==> config.mk <==
export PLATFORM = sky130hd
export DESIGN_NAME = cpu_multicycle
export DESIGN_NICKNAME = d
export VERILOG_FILES = /design/src/rtl/cpu_pkg.sv /design/src/rtl/cpu_alu.sv /design/src/rtl/cpu_multicycle.sv
export SDC_FILE = /design/constraint.sdc
export NUM_CORES = 1
export LEC_CHECK = 0
export ABC_AREA = 1
export BUFFER_PORTS_ARGS = -buffer_cell sky130_fd_sc_hd__buf_2
export CAP_MARGIN = 10
export CORE_MARGIN = 3
export CORE_UTILIZATION = 25
export DETAILED_ROUTE_END_ITERATION = 7
export GPL_ROUTABILITY_DRIVEN = 1
export SLEW_MARGIN = 20
export SYNTH_ARGS = -nofsm -noshare
export SYNTH_HDL_FRONTEND = slang
export SYNTH_SLANG_ARGS = --single-unit
==> constraint.sdc <==
create_clock -name clk -period 2.29 [get_ports clk]
set_clock_uncertainty 0.05 [all_clocks]
set_input_delay 0.229 -clock clk [delete_from_list [all_inputs] [get_ports clk]]
set_output_delay 0.229 -clock clk [all_outputs]
set_load 0.01 [all_outputs]
==> src/rtl/cpu_pkg.sv <==
// cpu_pkg: shared definitions for the multi-cycle CPU.
//   - INSTR_W and the instruction field positions (op/rd/ra/rb/imm8)
//   - opcode_e : 4-bit opcode encoding
//   - state_e  : controller FSM states
//   - flags_t  : carry/zero/negative flag bundle
//   - is_alu_op: true for the opcodes that compute through the ALU and write flags
package cpu_pkg;

  localparam int INSTR_W = 16;

  // Instruction field positions. Register fields are 4 bits wide; the core
  // uses only the low log2(NREG) bits of each.
  localparam int OP_LSB  = 12;
  localparam int OP_W    = 4;
  localparam int RD_LSB  = 8;
  localparam int RA_LSB  = 4;
  localparam int RB_LSB  = 0;
  localparam int IMM_LSB = 0;
  localparam int IMM_W   = 8;

  typedef enum logic [3:0] {
    OP_NOP    = 4'h0,
    OP_ADD    = 4'h1,
    OP_SUB    = 4'h2,
    OP_AND    = 4'h3,
    OP_OR     = 4'h4,
    OP_XOR    = 4'h5,
    OP_LDI    = 4'h6,
    OP_LD     = 4'h7,
    OP_ST     = 4'h8,
    OP_JMP    = 4'h9,
    OP_JZ     = 4'hA,
    OP_JC     = 4'hB,
    OP_OUT    = 4'hC,
    OP_RSVD_D = 4'hD,
    OP_RSVD_E = 4'hE,
    OP_HALT   = 4'hF
  } opcode_e;

  typedef enum logic [2:0] {
    ST_FETCH  = 3'd0,
    ST_DECODE = 3'd1,
    ST_EXEC   = 3'd2,
    ST_MEM    = 3'd3,
    ST_WB     = 3'd4,
    ST_HALT   = 3'd5
  } state_e;

  typedef struct packed {
    logic c;
    logic z;
    logic n;
  } flags_t;

  function automatic logic is_alu_op(input opcode_e op);
    return (op == OP_ADD) || (op == OP_SUB) || (op == OP_AND) ||
           (op == OP_OR)  || (op == OP_XOR);
  endfunction

endpackage

==> src/rtl/cpu_alu.sv <==
// cpu_alu: combinational ALU for the multi-cycle CPU.
//   op     : opcode (only ADD/SUB/AND/OR/XOR produce a result; others give 0)
//   a, b   : operands, DATA_W bits
//   result : DATA_W-bit result
//   c      : ADD carry-out / SUB borrow (a < b unsigned); 0 for logic ops
//   z      : result == 0
//   n      : result MSB
module cpu_alu
  import cpu_pkg::*;
#(
  parameter int DATA_W = 8
) (
  input  opcode_e           op,
  input  logic [DATA_W-1:0] a,
  input  logic [DATA_W-1:0] b,
  output logic [DATA_W-1:0] result,
  output logic              c,
  output logic              z,
  output logic              n
);

  // One extra bit catches the carry (ADD) or the borrow (SUB).
  logic [DATA_W:0] wide;

  always_comb begin
    // NOTE: every output of a combinational block gets a default first, so
    // no path through the case can leave it unassigned and infer a latch.
    wide   = '0;
    result = '0;
    c      = 1'b0;
    case (op)
      OP_ADD: begin
        wide   = {1'b0, a} + {1'b0, b};
        result = wide[DATA_W-1:0];
        c      = wide[DATA_W];
      end
      OP_SUB: begin
        wide   = {1'b0, a} - {1'b0, b};
        result = wide[DATA_W-1:0];
        c      = wide[DATA_W];
      end
      OP_AND:  result = a & b;
      OP_OR:   result = a | b;
      OP_XOR:  result = a ^ b;
      default: ;
    endcase
  end

  assign z = (result == '0);
  assign n = result[DATA_W-1];

endmodule

==> src/rtl/cpu_multicycle.sv <==
// cpu_multicycle: multi-cycle CPU core, fixed 16-bit instructions.
// A controller FSM sequences FETCH/DECODE/EXEC/MEM/WB (plus an absorbing
// HALT). Instruction and data memories are external, behind req/ack
// handshakes, so wait-state memories are supported.
//   clk, reset_CPU_n            : clock, asynchronous active-low reset
//   imem_req/addr/rdata/ack     : instruction fetch port (addr = pc)
//   dmem_req/we/addr/wdata/rdata/ack : data port (addr = R[ra], wdata = R[rd])
//   output_port                 : value written by OUT
//   carrier_flag/zero_flag/negative_flag : flags from the last ALU op
//   halted                      : core sits in HALT
module cpu_multicycle
  import cpu_pkg::*;
#(
  parameter int DATA_W = 8,
  parameter int NREG   = 16,
  parameter int PC_W   = 8
) (
  input  logic               clk,
  input  logic               reset_CPU_n,
  output logic               imem_req,
  output logic [PC_W-1:0]    imem_addr,
  input  logic [INSTR_W-1:0] imem_rdata,
  input  logic               imem_ack,
  output logic               dmem_req,
  output logic               dmem_we,
  output logic [PC_W-1:0]    dmem_addr,
  output logic [DATA_W-1:0]  dmem_wdata,
  input  logic [DATA_W-1:0]  dmem_rdata,
  input  logic               dmem_ack,
  output logic [DATA_W-1:0]  output_port,
  output logic               carrier_flag,
  output logic               zero_flag,
  output logic               negative_flag,
  output logic               halted
);

  localparam int RIDX_W = $clog2(NREG);

  state_e             state_q, state_d;
  logic [PC_W-1:0]    pc_q, pc_d;
  logic [INSTR_W-1:0] ir_q, ir_d;
  // Operands captured in DECODE: R[ra], R[rb] and R[rd] (store data).
  logic [DATA_W-1:0]  a_q, a_d;
  logic [DATA_W-1:0]  b_q, b_d;
  logic [DATA_W-1:0]  wd_q, wd_d;
  // Result register feeding the register-file write in WB.
  logic [DATA_W-1:0]  res_q, res_d;
  logic [DATA_W-1:0]  out_q, out_d;
  flags_t             flags_q, flags_d;
  logic [DATA_W-1:0]  rf_q [NREG];
  logic               rf_we;

  // Instruction fields decoded from the latched instruction.
  opcode_e           op;
  logic [RIDX_W-1:0] rd_idx, ra_idx, rb_idx;
  logic [IMM_W-1:0]  imm8;

  assign op     = opcode_e'(ir_q[OP_LSB +: OP_W]);
  assign rd_idx = ir_q[RD_LSB +: RIDX_W];
  assign ra_idx = ir_q[RA_LSB +: RIDX_W];
  assign rb_idx = ir_q[RB_LSB +: RIDX_W];
  assign imm8   = ir_q[IMM_LSB +: IMM_W];

  logic [DATA_W-1:0] alu_result;
  logic              alu_c, alu_z, alu_n;

  cpu_alu #(.DATA_W(DATA_W)) u_alu (
    .op     (op),
    .a      (a_q),
    .b      (b_q),
    .result (alu_result),
    .c      (alu_c),
    .z      (alu_z),
    .n      (alu_n)
  );

  // --------------------------------------------------------------------
  // Next-state and datapath control
  // --------------------------------------------------------------------
  always_comb begin
    state_d = state_q;
    pc_d    = pc_q;
    ir_d    = ir_q;
    a_d     = a_q;
    b_d     = b_q;
    wd_d    = wd_q;
    res_d   = res_q;
    out_d   = out_q;
    flags_d = flags_q;
    rf_we   = 1'b0;

    case (state_q)
      ST_FETCH: begin
        if (imem_ack) begin
          ir_d    = imem_rdata;
          pc_d    = pc_q + PC_W'(1);
          state_d = ST_DECODE;
        end
      end

      ST_DECODE: begin
        a_d     = rf_q[ra_idx];
        b_d     = rf_q[rb_idx];
        wd_d    = rf_q[rd_idx];
        state_d = ST_EXEC;
      end

      ST_EXEC: begin
        if (is_alu_op(op)) begin
          res_d   = alu_result;
          flags_d = '{c: alu_c, z: alu_z, n: alu_n};
          state_d = ST_WB;
        end else begin
          case (op)
            OP_LDI: begin
              res_d   = DATA_W'(imm8);
              state_d = ST_WB;
            end
            OP_LD, OP_ST: state_d = ST_MEM;
            // Jumps test the flags as they stand now, i.e. those left by the
            // most recent ALU instruction; taken or not, fetch is next.
            OP_JMP: begin
              pc_d    = PC_W'(imm8);
              state_d = ST_FETCH;
            end
            OP_JZ: begin
              if (flags_q.z) pc_d = PC_W'(imm8);
              state_d = ST_FETCH;
            end
            OP_JC: begin
              if (flags_q.c) pc_d = PC_W'(imm8);
              state_d = ST_FETCH;
            end
            OP_OUT: begin
              out_d   = a_q;
              state_d = ST_FETCH;
            end
            OP_HALT: state_d = ST_HALT;
            default: state_d = ST_FETCH;  // NOP and reserved opcodes
          endcase
        end
      end

      ST_MEM: begin
        if (dmem_ack) begin
          if (op == OP_LD) begin
            res_d   = dmem_rdata;
            state_d = ST_WB;
          end else begin
            state_d = ST_FETCH;
          end
        end
      end

      ST_WB: begin
        rf_we   = 1'b1;
        state_d = ST_FETCH;
      end

      ST_HALT: state_d = ST_HALT;

      default: state_d = ST_FETCH;
    endcase
  end

  // --------------------------------------------------------------------
  // State register
  // --------------------------------------------------------------------
  always_ff @(posedge clk or negedge reset_CPU_n) begin
    // NOTE: sequential state uses non-blocking assignments so every register
    // samples its pre-edge inputs, independent of statement order.
    if (!reset_CPU_n) state_q <= ST_FETCH;
    else              state_q <= state_d;
  end

  // --------------------------------------------------------------------
  // Datapath registers
  // --------------------------------------------------------------------
  always_ff @(posedge clk or negedge reset_CPU_n) begin
    if (!reset_CPU_n) begin
      pc_q    <= '0;
      ir_q    <= '0;
      a_q     <= '0;
      b_q     <= '0;
      wd_q    <= '0;
      res_q   <= '0;
      out_q   <= '0;
      flags_q <= '0;
    end else begin
      pc_q    <= pc_d;
      ir_q    <= ir_d;
      a_q     <= a_d;
      b_q     <= b_d;
      wd_q    <= wd_d;
      res_q   <= res_d;
      out_q   <= out_d;
      flags_q <= flags_d;
    end
  end

  // --------------------------------------------------------------------
  // Register file: written only in WB, from the result register.
  // --------------------------------------------------------------------
  always_ff @(posedge clk or negedge reset_CPU_n) begin
    // NOTE: this array is reset because software relies on every register
    // starting at zero; that forces flops rather than a RAM macro, which is
    // acceptable for at most 16 entries.
    if (!reset_CPU_n) begin
      for (int i = 0; i < NREG; i++) rf_q[i] <= '0;
    end else if (rf_we) begin
      rf_q[rd_idx] <= res_q;
    end
  end

  // --------------------------------------------------------------------
  // Outputs
  // --------------------------------------------------------------------
  // State already reads FETCH during reset, so the requests are also gated
  // by reset_CPU_n: they drop the moment reset asserts, and the first fetch
  // request appears in the first cycle after release.
  assign imem_req      = reset_CPU_n && (state_q == ST_FETCH);
  assign imem_addr     = pc_q;
  assign dmem_req      = reset_CPU_n && (state_q == ST_MEM);
  assign dmem_we       = (state_q == ST_MEM) && (op == OP_ST);
  assign dmem_addr     = PC_W'(a_q);
  assign dmem_wdata    = wd_q;
  assign output_port   = out_q;
  assign carrier_flag  = flags_q.c;
  assign zero_flag     = flags_q.z;
  assign negative_flag = flags_q.n;
  assign halted        = (state_q == ST_HALT);

endmodule

* After elaboration in Yosys (flattened, before gate mapping)
Cells that the tools add are included.
** Word-level totals
- Flip-flop bits (word level) :: 198
- Bits in latches :: 0
- Memory bits (writable) :: 0
- Memory bits (read-only) :: 0
- Bits of input ports :: 28
- Memories :: 0
** Operators by class
- Add/sub/neg operators :: 3
- Multipliers :: 0
- Divide/modulo/power cells :: 0
- Magnitude comparators :: 4
- Eq/ne operators :: 26
- Shift operators :: 0
- Muxes and demuxes :: 32
- Bitwise operators :: 7
- Reduce and logical (&&, ||, !) cells :: 19
** Operator list (count)
- $bwmux W128 :: 1
- $mux W8 :: 15
- $bmux W8 S4 :: 3
- $pmux W8 S5 :: 1
- $demux W8 S4 :: 1
- $pmux W8 S2 :: 2
- $eq A4 B4 Y1 const B :: 6
- $pmux W8 S3 :: 1
- $eq A4 B3 Y1 const B :: 4
- $ge A5 B5 Y1 const B :: 3
- $not A4 Y5 :: 3
- $pmux W3 S5 :: 1
- $mux W3 :: 4
- $add A8 B8 Y9 :: 1
- $pmux W3 S3 :: 1
- $sub A8 B8 Y9 :: 1
- $add A8 B1 Y8 const B :: 1
- $and A8 B8 Y8 :: 1
- $eq A4 B2 Y1 const B :: 2
- $logic_not A8 Y1 :: 1
- $ne A2 B2 Y1 const B :: 4
- $or A8 B8 Y8 :: 1
- $xor A8 B8 Y8 :: 1
- $eq A3 B2 Y1 const B :: 2
- 19 further kinds :: 30

* Depth between registers and ports, before layout
Gate-level depths: netlist (run 1).
- Word-level depth :: 7
- Mapped depth :: 15

* By module
Synthesis (run 1) repeated with hierarchy kept, for this count alone.
** Unflattened totals
- Cell total of the unflattened synthesis :: 1964
- Area total of the unflattened synthesis :: 13198.9 um^2
** By module, submodules not included
- cpu_multicycle :: times used 1, cells each 1754, area each 12019.0 um^2, seq. area each 4954.8 um^2
- cpu_alu :: times used 1, cells each 210, area each 1179.9 um^2, seq. area each 0.0 um^2

* Worst setup path after synthesis (run 1)
Ideal clock, no wire load.
- Path type :: flip-flop to flip-flop
- Start point :: register a_q[2] (netlist: dmem_addr[2])
- End point :: register res_q[7]
- Library setup time :: 0.116 ns
- Arrival :: 1.805 ns
- Data required time :: 2.124 ns
- Slack :: 0.318 ns
- Stages on the path, launching flop included :: 15
- Period minus slack after synthesis :: 1.972 ns
- Path through :: dfrtp_1 inv_1 ha_1 buf_2 nand3_1 nand3_1 nand2_1 o21ai_0 nand2_1 nand2_1 nor2_1 nor2_1 nand2_1 nand2_1 nand2_1
** Between the ends
- Longest elaborated chain between the ends :: 4
- Elaborated cells on any way between the ends :: 5
** RTL lines
- start, declared :: line cpu_multicycle.sv:43 : logic [DATA_W-1:0] a_q, a_d;
- start signal, assigned :: line cpu_multicycle.sv:183 : a_q <= '0;
- start signal, assigned :: line cpu_multicycle.sv:192 : a_q <= a_d;
- $sub A8 B8 Y9 or $add A8 B8 Y9 (tied branches) :: line cpu_alu.sv:38, cpu_alu.sv:33
- $pmux W8 S5 (*) :: line cpu_alu.sv:31 : case (op)
- $mux W8 (*) :: line cpu_multicycle.sv:109 : if (is_alu_op(op)) begin
- $pmux W8 S2 (*) :: line cpu_multicycle.sv:92 : case (state_q)
- end signal, assigned :: line cpu_multicycle.sv:195 : res_q <= res_d;
- end, declared :: line cpu_multicycle.sv:47 : logic [DATA_W-1:0] res_q, res_d;
Mark *: on every way between the ends. The rest lies on a longest branch, timed or not.
A chain may end at the register's enable or synchronous reset.

* Final worst setup path (run 1)
- Start point :: register a_q[0] (netlist: dmem_addr[0])
- End point :: register flags_q, in the netlist zero_flag
** Between the ends
- Longest elaborated chain between the ends :: 3
- Elaborated cells on any way between the ends :: 7
** RTL lines
- $sub A8 B8 Y9, or another cell as far along :: line cpu_alu.sv:38 : wide = {1'b0, a} - {1'b0, b};
- $pmux W8 S5 (*) :: line cpu_alu.sv:31
- $logic_not A8 Y1 (*) :: line cpu_alu.sv:49 : assign z = (result == '0);
- end signal, assigned :: line cpu_multicycle.sv:197 : flags_q <= flags_d;
- end, declared :: line cpu_multicycle.sv:49 : flags_t flags_q, flags_d;
Marks and branches as above.

==> metrics.txt, run 1 <==
Area growth, synth to finish 17.7%; Top FF cell, synth dfrtp_1; Reg-to-Reg Start dmem_addr[0]$_DFFE_PN0P_; Worst slew margin 45.7%; Req. time, crit path 2.64 ns; Pwr Total approximately 21 mW; Setup TNS 0 ns; commonest cells after routing, fill and taps aside nand2_1 (349), o21ai_0 (285), dfrtp_1 (196); Fin Hold WS 0.0321 ns; fraction of layout cells with a size suffix above 1 about an eighth; clock buffer depth 2; setup slack after layout around 0.16 ns; status finished clean; PwrDens between 1500 and 2000 nW/um2; clock root buffer clkbuf_16; Worst Path Buf+Inv 2; total congestion overflow 0; CTS clk-pin slew, worst paths roughly 0.08 ns; Worst-Margin Slew 0.814 ns; gr usage total 18.4%; Crit Path Max Fanout 3; Max-Cap Viols 0; synthesized cell area 11900 um2; DP Worst Slack 0.131 ns; largest net degree at the start of global routing between 80 and 90; DR vias/cell 5.40; die height 224 um; drt total wl roughly 47 mm; DRT iter0 DRCs about 1.5k; Cell variety after synth 40; endpoints failing setup 0; Post-DRT Antenna Nets 0; CP cell instances ha_2 > inv_1 > fa_1 > inv_1 > nand3_1 > nand2_1 > nand2_1 > nand3_1 > nand4_1 > nor3_1 > nand3_1 > nand2_1; CTS tree done; Synth Net Count 1677; Flop pwr share 29.8%; Placed Area between 10000 and 15000 um2; critical path data arrival time between 2 and 2.5 ns; DRC 0; Hold WC Path Type in2reg; CTS Sinks 198; DIE AREA 50100 um2; initial antenna violation count 1; internal power 10.4 mW; FF+latch count, synth 198; H-tree Lvls 4; Pre-antenna DRT Iters 6; most common cell after layout, fill and taps aside nand2_1; sw frac ~51%; hpwl dp ~33 mm; I/O Buffers 66; clock latency on the worst-skew pair 0.46 ns; Worst Setup SP dmem_addr[0]$_DFFE_PN0P_; clock share of power 15.4%; cell count after placement about 2.3k; final core occ 29.9%; Warnings, synthesis 0; design area 14000 um2; Critical Path Source Type flop; # rows 79; Async SR Flop Fraction 100%; P_sw about 11 mW; Boundary Pins 67; Setup crit end kind flop; final hold viol count 0; Logic pwr share 54.9%; DIE WIDTH 224 um; cts bufs inserted 17; slowest stage delay, CP 0.40 ns; vias in the first global route 11.7k; Seq/Total Area, Yosys 41.7%; Cells after Synth between 1.5k and 2k; core box area 46800 um2; nets 1740; critical path's top delay family simple AND/OR/NAND/NOR gates; Final Cycle Share between 90 and 100%; fin crit period between 2 and 2.5 ns; via count 12.4k; critical path type reg2reg; diodes inserted 0; Final GP Congestion about 0.94; first-pass GRT wire length 71.7 mm; f_max 0.469 GHz; filler-free cell count of the finished design 2304; Post-synth EDFFs 0; register area between 4000 and 5000 um2; Slew Viols, Final 0; footprint of the multi-input gates just over 6000 um2; maximum VDD drop approximately 0.74 mV; worst hold path startpoint imem_rdata[1]; Layout fillers 5021; syn avg cell area ~7.3 um2; Initial Utilization 25.4%; critical path's slowest cell fa_1; wire per inst 20.2 um; leakage power figure between 6 and 7 nW
[worst paths after layout]
| check | to | slack (ns) | cells after the start |
|---|---|---|---|
| max | zero_flag$_DFFE_PN0P_ | 0.16 | 12 |
| min | ir_q[1]$_DFFE_PN0P_ | 0.03 | 3 |
| max reg2reg | zero_flag$_DFFE_PN0P_ | 0.16 | 12 |
| min reg2reg | dmem_wdata[3]$_DFFE_PN0P_ | 0.44 | 2 |
| max in group asynchronous | rf_q[107]$_DFFE_PN0P_ | 1.24 | 3 |
| min in group asynchronous | ir_q[5]$_DFFE_PN0P_ | 0.18 | 2 |
[worst min-delay path, stage by stage]
cell	delay, ns
buf_2	0.08
nor2_1	0.07
a21oi_1	0.12
[cell type report]
class                      instances  area share, %
tap                              607           5.44
clock inverter                    11           1.18
sequential                       198           35.5
multi-input combinational       1220           44.0
timing repair buffer             152           8.12
inverter                          95           2.55
clock buffer                      21           3.22
[state kept, by name, summed over array words and instances, names as in the netlist, 3 cells and up]
name	cells
dmem_wdata	8
res_q	8
rf_q	128
output_port	8
b_q	8
ir_q	16
dmem_addr	8
imem_addr	8
state_q	3
[metal layers]
| layer | global-route usage [%] | up-vias | share of wire (%) |
|---|---|---|---|
| li1 | - | 5659 | - |
| met1 | 24.9 | 5937 | 43 |
| met2 | 28.8 | 724 | 44 |
| met3 | 3.79 | 115 | 9.5 |
| met4 | 7.18 | 2 | 3.8 |
| met5 | 0 | - | 0.026 |
[what timing repair did]
action	in CTS	in global routing
buffers inserted	0	1
resized for setup	0	8
setup endpoints to repair	0	6
endpoints found under the hold margin	90	0
hold buffers	10	0
[logic make-up after synthesis]
logic type	Yosys count	synth area share (%)
compound gates	488	23.3
mux	1	0.0948
xor+xnor	7	0.516
simple gates	696	24.5
flops	198	41.7
buf+inv	203	6.78
fa+ha+maj	28	3.08
[cell usage after synthesis, types with 2 or more instances]
cell | count | share of area, %
clkinv_1 | 2 | 0.063
fa_1 | 2 | 0.34
xor2_1 | 6 | 0.44
o21ai_1 | 32 | 1.3
nand2_2 | 4 | 0.21
nor2_4 | 2 | 0.19
o221ai_1 | 44 | 3.2
nand3_2 | 10 | 0.84
a22oi_1 | 33 | 2.1
nor3_1 | 8 | 0.34
a21oi_1 | 53 | 2.2
buf_1 | 3 | 0.095
o22a_1 | 3 | 0.22
o22ai_1 | 17 | 0.90
buf_4 | 3 | 0.19
clkbuf_1 | 77 | 2.4
nand4_1 | 7 | 0.37
ha_1 | 26 | 2.7
nand3_1 | 123 | 5.2
nand2_1 | 350 | 11
nor2_1 | 187 | 5.9
inv_1 | 82 | 2.6
o21ai_0 | 286 | 12
buf_2 | 25 | 1.1
a31oi_1 | 4 | 0.21
inv_2 | 11 | 0.35
dfrtp_1 | 198 | 42
o211ai_1 | 11 | 0.70
[power by group through the flow]
stage	Sequential, mW	Combinational, mW	Clock (mW)
after floorplan	5.89	6.94	0
after detailed placement	6.24	11.2	0
after CTS	6.20	11.3	3.30
after global routing	6.42	12.6	3.41
after global placement	6.20	11.1	0
final	6.25	11.5	3.23
Note: power is estimated with default switching activity, not from simulation.
==> run 2, diff against run 1 <==
--- a/config.mk
+++ b/config.mk
@@ -12,6 +12,8 @@
 export CORE_UTILIZATION = 25
 export DETAILED_ROUTE_END_ITERATION = 7
 export GPL_ROUTABILITY_DRIVEN = 1
+export MAX_ROUTING_LAYER = met4
+export SKIP_CTS_REPAIR_TIMING = 1
 export SLEW_MARGIN = 20
 export SYNTH_ARGS = -nofsm -noshare
 export SYNTH_HDL_FRONTEND = slang
==> constraint.sdc (replaced) <==
create_clock -name clk -period 2.29 [get_ports clk]
set_clock_uncertainty 0.05 [all_clocks]
set_input_delay 0.229 -clock clk [delete_from_list [all_inputs] [get_ports clk]]
set_output_delay 0.229 -clock clk [all_outputs]
set_load 0.1 [all_outputs]
==> metrics.txt, run 2 (synthesized netlist as in run 1, its figures left out) <==
final hold viol count 2 (was 0); commonest cells after routing, fill and taps aside nand2_1 (350), o21ai_0 (285), dfrtp_1 (189) (was nand2_1 (349), o21ai_0 (285), dfrtp_1 (196)); Crit Path Max Fanout 5 (was 3); fin crit period 2.13 ns (about the same); Fin Hold WS -0.0206 ns (was 0.0321 ns); Worst-Margin Slew 0.762 ns (was 0.814 ns); total congestion overflow 0 (unchanged); f_max 0.469 GHz (about the same); critical path data arrival time 1.85 ns (was 2.49 ns); Initial Utilization 25.4% (unchanged); leakage power figure 6.10 nW (was 6.22 nW); PwrDens 1630 nW/um2 (was 1500 nW/um2); first-pass GRT wire length 71.1 mm (was 71.7 mm); RSZ-0062 raised after global routing no; DIE WIDTH 224 um (unchanged); P_sw 12.3 mW (was 10.6 mW); sw frac 54.6% (was 50.6%); Critical Path Source Type flop (unchanged); DIE AREA 50100 um2 (unchanged); gr usage total 18.8% (was 18.4%); design area 13800 um2 (was 14000 um2); drt total wl 46.4 mm (was 46.5 mm); Final GP Congestion 0.902 (was 0.937); Placed Area 13200 um2 (about the same); Flop pwr share 27.7% (was 29.8%); largest net degree at the start of global routing 104 (was 85); Slew Viols, Final 0 (unchanged); endpoints failing setup 0 (unchanged); clock share of power 14.3% (was 15.4%); Hold WC Path Type in2reg (unchanged); CTS Sinks 198 (unchanged); clock buffer depth 2 (unchanged); CTS tree done (unchanged); H-tree Lvls 4 (unchanged); clock root buffer clkbuf_16 (unchanged); initial antenna violation count 0 (was 1); CTS clk-pin slew, worst paths 0.08 ns (about the same); fraction of layout cells with a size suffix above 1 12.6% (was 12.7%); Max-Cap Viols 0 (unchanged); Boundary Pins 67 (unchanged); maximum VDD drop 0.688 mV (was 0.741 mV); vias in the first global route 11.4k (was 11.7k); die height 224 um (unchanged); Setup TNS 0 ns (unchanged); DRT iter0 DRCs 1645 (was 1492); Setup crit end kind primary output (was flop); nets 1714 (was 1740); Final Cycle Share 93.1% (was 93.2%); violated checks hold timing; DR vias/cell 5.40 (about the same); Post-DRT Antenna Nets 0 (unchanged); hpwl dp 31.9 mm (was 33.0 mm); core box area 46800 um2 (unchanged); DRC 0 (unchanged); most common cell after layout, fill and taps aside nand2_1 (unchanged); Worst slew margin 49.1% (was 45.7%); diodes inserted 0 (unchanged); critical path type reg2out (was reg2reg); Pre-antenna DRT Iters 6 (unchanged); Top reg by flops rf_q (unchanged); Area growth, synth to finish 16.6% (was 17.7%); I/O Buffers 66 (unchanged); status complete, but fails checks (was finished clean); Logic pwr share 58.0% (was 54.9%); Layout fillers 4998 (was 5021); Req. time, crit path 2.01 ns (was 2.64 ns); internal power 10.3 mW (was 10.4 mW); Top Registers rf_q (128), ir_q (16) (unchanged); cts bufs inserted 17 (unchanged); via count 12.3k (was 12.4k); clock latency on the worst-skew pair 0.45 ns (was 0.46 ns); # rows 79 (unchanged); max FFs per register 128 (unchanged); wire per inst 20.4 um (was 20.2 um)
## run 2: cell types whose count changed in the layout (fill, tap and decap cells not counted), moves of 3 or more
cell	change
buf_12	+5
buf_4	-21
clkbuf_1	-3
clkinv_4	+3
dfrtp_1	-7
dfrtp_2	+7
dlygate4sd3_1	-8
inv_6	-4
inv_8	+3
nor2_1	-3
nor2_2	+3
## run 2: path summary, 6_finish.rpt
check | start | end | slack [ns] | depth (start not counted)
min in group asynchronous | reset_CPU_n | rf_q[75]$_DFFE_PN0P_ | 0.48 | 3
hold / removal | imem_rdata[0] | ir_q[0]$_DFFE_PN0P_ | -0.02 | 3
hold reg to reg | negative_flag$_DFFE_PN0P_ | negative_flag$_DFFE_PN0P_ | 0.44 | 2
setup reg to reg | dmem_addr[1]$_DFFE_PN0P_ | zero_flag$_DFFE_PN0P_ | 0.19 | 11
setup / recovery | state_q[2]$_DFFE_PN0P_ | dmem_we | 0.16 | 4
max in group asynchronous | reset_CPU_n | dmem_addr[6]$_DFFE_PN0P_ | 1.04 | 3
## run 2: metrics by stage
step           worst slack, ns  std cells  hold slack [ns]  util [%]  power [mW]
5_1_grt                0.00362       2278          0.00537      29.6        24.0
2_1_floorplan          -0.0260       1621           -0.117         -        14.5
6_report                 0.157       2278          -0.0206      29.6        22.6
3_5_place_dp             0.150       2243            0.385      28.2        19.1
4_1_cts                  0.130       2275           -0.103      29.5        22.3
3_3_place_gp             0.160       2243            0.379      28.2        18.9
## run 2: final cells by class
cell class | count | area, um2 | share of cell area [%]
Multi-Input combinational cell | 1220 | 6150 | 44.4
Sequential cell | 198 | 4970 | 35.9
Timing Repair Buffer | 126 | 987 | 7.13
Tap cell | 607 | 759 | 5.49
Clock buffer | 19 | 453 | 3.27
Inverter | 95 | 357 | 2.58
Clock inverter | 13 | 168 | 1.21
## run 2: critical path, stage by stage (launching register included)
cell	delay (ns)
dfrtp_1	0.43
inv_2	0.11
nand3_1	0.22
nor2_2	0.20
buf_2	0.44
## run 2: power groups by stage
stage          combinational (mW)  sequential (mW)  clock [mW]
2_1_floorplan                7.05             7.49           0
3_3_place_gp                 12.7             6.20           0
3_5_place_dp                 12.8             6.24           0
4_1_cts                      12.9             6.19        3.27
5_1_grt                      14.2             6.41        3.44
6_report                     13.1             6.25        3.24
## run 2: metal layers
metal  wire (um)  vias up  GRT usage, %  part of all wire (%)
met4        1410        0          6.15                   3.0
met2       20500      665          28.3                    44
met1       20100     5899          25.4                    43
met5           0        -             -                     0
met3        4390      127          3.63                   9.5
li1            -     5613             -                     -
